**src/rtl/wb_arbiter_2m.sv**
```systemverilog
// Two-master, one-slave Wishbone classic arbiter.
// Round-robin grant held for a whole bus cycle, with a bus-timeout
// watchdog that errors out a stuck transfer and drains the bus.
module wb_arbiter_2m #(
  parameter int AW      = 32,
  parameter int DW      = 32,
  parameter int TIMEOUT = 255
) (
  input  logic            clk,
  input  logic            resetn,

  input  logic            m0_cyc_i,
  input  logic            m0_stb_i,
  input  logic            m0_we_i,
  input  logic [DW/8-1:0] m0_sel_i,
  input  logic [AW-1:0]   m0_adr_i,
  input  logic [DW-1:0]   m0_dat_i,
  output logic            m0_ack_o,
  output logic            m0_err_o,
  output logic [DW-1:0]   m0_dat_o,

  input  logic            m1_cyc_i,
  input  logic            m1_stb_i,
  input  logic            m1_we_i,
  input  logic [DW/8-1:0] m1_sel_i,
  input  logic [AW-1:0]   m1_adr_i,
  input  logic [DW-1:0]   m1_dat_i,
  output logic            m1_ack_o,
  output logic            m1_err_o,
  output logic [DW-1:0]   m1_dat_o,

  output logic            s_cyc_o,
  output logic            s_stb_o,
  output logic            s_we_o,
  output logic [DW/8-1:0] s_sel_o,
  output logic [AW-1:0]   s_adr_o,
  output logic [DW-1:0]   s_dat_o,
  input  logic            s_ack_i,
  input  logic [DW-1:0]   s_dat_i,

  output logic            timeout_o
);

  // Watchdog is compiled out entirely when TIMEOUT is zero.
  localparam bit            WdEnable = (TIMEOUT != 0);
  localparam logic [7:0]    WdLast   = (TIMEOUT == 0) ? 8'd0 : 8'(TIMEOUT - 1);

  typedef enum logic [1:0] {
    IDLE  = 2'd0,
    GNT0  = 2'd1,
    GNT1  = 2'd2,
    DRAIN = 2'd3
  } state_t;

  state_t      r_state;
  state_t      w_nextState;
  logic        r_last;
  logic [7:0]  r_wdCnt;

  logic        w_gnt0;
  logic        w_gnt1;
  logic        w_granted;
  logic        w_wdRun;
  logic        w_expire;
  logic        w_drainCyc;

  assign w_gnt0    = (r_state == GNT0);
  assign w_gnt1    = (r_state == GNT1);
  assign w_granted = w_gnt0 | w_gnt1;

  // A granted strobe that is still waiting for its ack keeps the watchdog running.
  assign w_wdRun  = w_granted & s_stb_o & ~s_ack_i;
  assign w_expire = WdEnable & w_wdRun & (r_wdCnt == WdLast);

  // While draining, the owner of the aborted cycle is the last master granted.
  assign w_drainCyc = r_last ? m1_cyc_i : m0_cyc_i;

  // State register; reset drops the grant at once so the slave bus releases asynchronously.
  always_ff @(posedge clk or negedge resetn) begin
    if (!resetn) begin
      r_state <= IDLE;
    end else begin
      r_state <= w_nextState;
    end
  end

  // Next-state logic: round-robin arbitration, grant hold, timeout and drain.
  always_comb begin
    w_nextState = r_state;
    case (r_state)
      IDLE: begin
        if (m0_cyc_i && m1_cyc_i) begin
          w_nextState = r_last ? GNT0 : GNT1;
        end else if (m0_cyc_i) begin
          w_nextState = GNT0;
        end else if (m1_cyc_i) begin
          w_nextState = GNT1;
        end
      end
      GNT0: begin
        if (!m0_cyc_i) begin
          w_nextState = IDLE;
        end else if (w_expire) begin
          w_nextState = DRAIN;
        end
      end
      GNT1: begin
        if (!m1_cyc_i) begin
          w_nextState = IDLE;
        end else if (w_expire) begin
          w_nextState = DRAIN;
        end
      end
      DRAIN: begin
        if (!w_drainCyc) begin
          w_nextState = IDLE;
        end
      end
      default: w_nextState = IDLE;
    endcase
  end

  // Remember who was granted last so the next tie goes to the other master.
  always_ff @(posedge clk or negedge resetn) begin
    if (!resetn) begin
      r_last <= 1'b1;
    end else if (r_state == IDLE) begin
      if (w_nextState == GNT0) begin
        r_last <= 1'b0;
      end else if (w_nextState == GNT1) begin
        r_last <= 1'b1;
      end
    end
  end

  // Watchdog counter: counts unacknowledged strobe cycles, clears on ack, idle strobe or grant change.
  always_ff @(posedge clk or negedge resetn) begin
    if (!resetn) begin
      r_wdCnt <= 8'd0;
    end else if (!WdEnable) begin
      r_wdCnt <= 8'd0;
    end else if (w_wdRun && !w_expire && (w_nextState == r_state)) begin
      r_wdCnt <= r_wdCnt + 8'd1;
    end else begin
      r_wdCnt <= 8'd0;
    end
  end

  // Slave-side mux: the granted master drives the slave; nothing is driven in IDLE or DRAIN.
  always_comb begin
    s_cyc_o = 1'b0;
    s_stb_o = 1'b0;
    s_we_o  = 1'b0;
    s_sel_o = '0;
    s_adr_o = '0;
    s_dat_o = '0;
    case (r_state)
      GNT0: begin
        s_cyc_o = m0_cyc_i;
        s_stb_o = m0_stb_i;
        s_we_o  = m0_we_i;
        s_sel_o = m0_sel_i;
        s_adr_o = m0_adr_i;
        s_dat_o = m0_dat_i;
      end
      GNT1: begin
        s_cyc_o = m1_cyc_i;
        s_stb_o = m1_stb_i;
        s_we_o  = m1_we_i;
        s_sel_o = m1_sel_i;
        s_adr_o = m1_adr_i;
        s_dat_o = m1_dat_i;
      end
      default: begin
        s_cyc_o = 1'b0;
      end
    endcase
  end

  // Master-side responses: ack and read data reach only the granted master; late acks in DRAIN are dropped.
  always_comb begin
    m0_ack_o  = 1'b0;
    m0_err_o  = 1'b0;
    m0_dat_o  = '0;
    m1_ack_o  = 1'b0;
    m1_err_o  = 1'b0;
    m1_dat_o  = '0;
    timeout_o = w_expire;
    if (w_gnt0) begin
      m0_ack_o = s_ack_i & m0_stb_i;
      m0_err_o = w_expire;
      m0_dat_o = s_dat_i;
    end else if (w_gnt1) begin
      m1_ack_o = s_ack_i & m1_stb_i;
      m1_err_o = w_expire;
      m1_dat_o = s_dat_i;
    end
  end

endmodule

```
**config.mk**
```make
export PLATFORM = sky130hd
export DESIGN_NAME = wb_arbiter_2m
export DESIGN_NICKNAME = d
export VERILOG_FILES = /design/src/rtl/wb_arbiter_2m.sv
export SDC_FILE = /design/constraint.sdc
export NUM_CORES = 1
export LEC_CHECK = 0
export BUFFER_PORTS_ARGS = -buffer_cell sky130_fd_sc_hd__buf_2
export CAP_MARGIN = 20
export CORE_AREA = 2 2 124 126
export CTS_BUF_LIST = sky130_fd_sc_hd__clkbuf_4
export CTS_CLUSTER_SIZE = 16
export DETAILED_ROUTE_END_ITERATION = 10
export DIE_AREA = 0 0 126 128
export PLACE_DENSITY = 0.5
export SLEW_MARGIN = 20
export SYNTH_ARGS = -nofsm -noshare
export SYNTH_HDL_FRONTEND = slang
export SYNTH_SLANG_ARGS = --single-unit
```
**constraint.sdc**
```tcl
create_clock -name clk -period 2.8 [get_ports clk]
set_input_delay 0.56 -clock clk [delete_from_list [all_inputs] [get_ports clk]]
set_output_delay 0.56 -clock clk [all_outputs]
set_load 0.005 [all_outputs]
```
==> flow_metrics.tcl <==
set metrics [dict create \
    layout_utilization_pct 27.7 \
    dr.first_iter.drc_count 158 \
    cp_top_family "buffers and inverters" \
    finish.cell_count_without_fillers 806 \
    postSynth.asyncResetShare_pct 100 \
    die_width_um 126 \
    antenna_cells_inserted 0 \
    area.growth.synth_to_final_pct 79.2 \
    clkSlewWorstSetupHoldPaths_ps 80 \
    depth_of_the_worst_register_to_register_path 9 \
    route.detailed.wl_per_inst_um 14.2 \
    detailedPlacementHpwl_um 9360 \
    slew_headroom_pct 60.4 \
    worst-slew-pin-transition_ps 594 \
    cts-htree-levels 1 \
    crit_slowest_cell "sky130_fd_sc_hd__dfrtp_1" \
    first_global_vias 3050 \
    maxClockFrequency_mhz 379 \
    place_congestion 0.765 \
    synthesis_warnings 0 \
    ios 317 \
    startpoint_type "register" \
    cts.path.max_buffers 2 \
    syn_avg_cell_area_um2 7.20 \
    timing.critical_path.from "r_state[1]$_DFF_PN0_" \
    finalCritPeriodShare_pct 94.3 \
    fill_cells 1676 \
    bufs_and_invs_on_worst_path 4 \
    synth_top_area_share_pct 22.9 \
    clock_buffers_created_by_tritoncts 3 \
    num_rows 45 \
    synth_top_area_cell "sky130_fd_sc_hd__a22oi_1" \
    cap_violations 0 \
    placeable_core_region_um2 14900 \
    drv_slew 0 \
    grt_overflow_total 0 \
    fin_setup_tns_ps 0 \
    largest_net_degree_at_the_start_of_global_routing 72 \
    synth_top_flop_cell "sky130_fd_sc_hd__dfrtp_1" \
    status "complete, no violations" \
    leakage_nw 2.24 \
    die_y_um 128 \
    syn-cell-area_um2 2300 \
    layout_min_cycle_time_ps 2640 \
    power.density_cell_area_nw_per_um2 734 \
    vdd_ir_drop_max_mv 0.464 \
    endpoint_kind "output pin" \
    reg2reg_slack_ps 330 \
    placed_cells 802 \
    yosys-top-cells-area "sky130_fd_sc_hd__a22oi_1 (23%), sky130_fd_sc_hd__nor2b_1 (20%), sky130_fd_sc_hd__and2_1 (18%), sky130_fd_sc_hd__dfrtp_1 (11%), sky130_fd_sc_hd__ha_1 (4.4%)" \
    holdWs_ps 152 \
    synthesis.instances 319 \
    initial_utilization_pct 15.5 \
    final.setup_skew_ps 2.72 \
    holdCritPathClass "input pin to async pin" \
    vias 3432 \
    clock_latency_ps 270 \
    crit-reg2reg-launch "r_state[0]$_DFF_PN0_" \
    drt_pre_antenna_iters 5 \
    initial_antenna_violation_count 0 \
    detail_route.wirelength_um 11500 \
    synth.yosys.seq_area_share_pct 12.0 \
    clock_sinks 11 \
    number_of_enable_flip_flop_cells_after_synthesis 0 \
    clk_root_buffer_cell "sky130_fd_sc_hd__clkbuf_4" \
    power.total_w 0.00302 \
    grt.total_usage_pct 12.5 \
    grt_first_pass_wirelength_um 16500 \
    die_area_um2 16100 \
    worst-endpoint-required_ps 2240 \
    rsz0062_at_grt "no" \
    critPathMaxFanout 48 \
    port-buffer-count 316 \
    path_cells "inv_1 > ha_4 > buf_4 > buf_6 > a22oi_1 > nor2b_1 > buf_2" \
    synth.net_count 504 \
    share_of_layout_cells_above_drive_strength_1_pct 54.5 \
    yosys.cell_types.count 35 \
    setup_viol 0 \
    postSynthRegisterBits 11 \
    worst-path-stages 7 \
    post-route-drc-count 0 \
    hold_viol_final 0 \
    ant_nets 0 \
    num-nets-final 804 \
    path_class "register to output pin" \
    route.detailed.vias_per_inst 4.26 \
    clock_tree_from_tritoncts "built" \
    worst_path_largest_cell_delay_ps 390 \
    critPathArrivalTime_ps 2080 \
]
[final timing paths]
path                                             end
worst max-delay path                      s_dat_o[0]
worst min-delay path            r_wdCnt[6]$_DFF_PN0_
worst max register to register    r_last$_DFFE_PN1P_
worst min register to register  r_wdCnt[0]$_DFF_PN0_
max in group asynchronous         r_last$_DFFE_PN1P_
min in group clk                r_wdCnt[0]$_DFF_PN0_
[routing by layer]
metal	up-vias	share of wire [%]	wire (µm)	global-route usage (%)
li1	1723	-	-	-
met3	2	6.8	777	1.92
met2	164	52	5960	22.2
met1	1543	41	4720	16.3
met4	0	0.28	32	1.55
met5	-	0	0	0
[registers in the layout, summed over array words and instances, names as in the netlist]
signal   count
r_last       1
r_state      2
r_wdCnt      8
[logic make-up after synthesis]
family                   after synthesis  synth area share, %
buffers and inverters                 37                 6.37
AND/OR/NAND/NOR                      171                 46.2
flip-flops                            11                 12.0
XOR/XNOR                               6                 2.29
AO/OA/AOI/OAI                         86                 28.7
adder cells (fa/ha/maj)                8                 4.36
[area by class of cell]
type                       instances  area [µm²]  share of cell area, %
clock buffer                       4        30.0                  0.729
inverter                           6        22.5                  0.547
multi-input combinational        271        1890                   45.9
sequential                        11         277                   6.72
tap                              188         235                   5.71
timing repair buffer             326        1660                   40.4
[report_power, final]
group	internal (W)	leakage, nW	total, W	switching (W)
registers	0.000188	0.148	0.000208	0.0000197
clock network	0.0000648	0.0184	0.000122	0.0000577
logic	0.00128	2.08	0.00269	0.00141
total	0.00153	2.24	0.00302	0.00149
[worst register-to-register path: cells and delay by family (launching register included)]
kind            cells  cell delay, ps
buf+inv             1             200
compound gates      4             500
fa+ha+maj           2             570
flops               1             380
simple gates        2             750
[repair_timing]
| item | in CTS | in global routing |
|---|---|---|
| gates resized for setup | 0 | 2 |
| endpoints found under the setup margin | 0 | 69 |
| buffers inserted | 0 | 0 |
| hold buffers | 0 | 0 |
[metrics by stage]
stage | worst slack, ps | instance area [µm²]
floorplan | 329 | 2300
global placement | 328 | 4080
detailed placement | 327 | 4080
CTS | 20.4 | 4110
global route | 11.1 | 4120
finish | 159 | 4120
[synth_stat cells, types with 2 or more instances]
cell type / count
sky130_fd_sc_hd__nor3_1: 2
sky130_fd_sc_hd__xnor2_1: 4
sky130_fd_sc_hd__o21ai_0: 2
sky130_fd_sc_hd__ha_1: 8
sky130_fd_sc_hd__a21oi_1: 2
sky130_fd_sc_hd__nand2_1: 4
sky130_fd_sc_hd__o211ai_1: 2
sky130_fd_sc_hd__and2_1: 66
sky130_fd_sc_hd__inv_1: 6
sky130_fd_sc_hd__and3_1: 2
sky130_fd_sc_hd__a22oi_1: 70
sky130_fd_sc_hd__clkbuf_1: 26
sky130_fd_sc_hd__nand2b_1: 3
sky130_fd_sc_hd__nor2b_1: 73
sky130_fd_sc_hd__xor2_1: 2
sky130_fd_sc_hd__nand3_1: 5
sky130_fd_sc_hd__o21ai_1: 2
sky130_fd_sc_hd__nor2_1: 5
sky130_fd_sc_hd__buf_2: 3
sky130_fd_sc_hd__dfrtp_1: 10
sky130_fd_sc_hd__nor4_1: 8
[layout by cell type, fill, tap and decap left out, drive strengths merged]
cell	n
a21oi	2
nor2b	73
o21ai	4
xor2	2
o21a	1
nand4	1
nor3	2
nor2	5
a2111oi	1
nor4	9
or3b	1
and3	2
clkbuf	4
nand2	4
a21o	1
o311ai	1
nand2b	3
ha	8
a22oi	71
dfstp	1
and2	66
o211a	1
nand3	5
buf	326
dfrtp	10
inv	6
xnor2	4
a211oi	1
o31ai	1
o211ai	2
(Power assumes the default switching activity.)
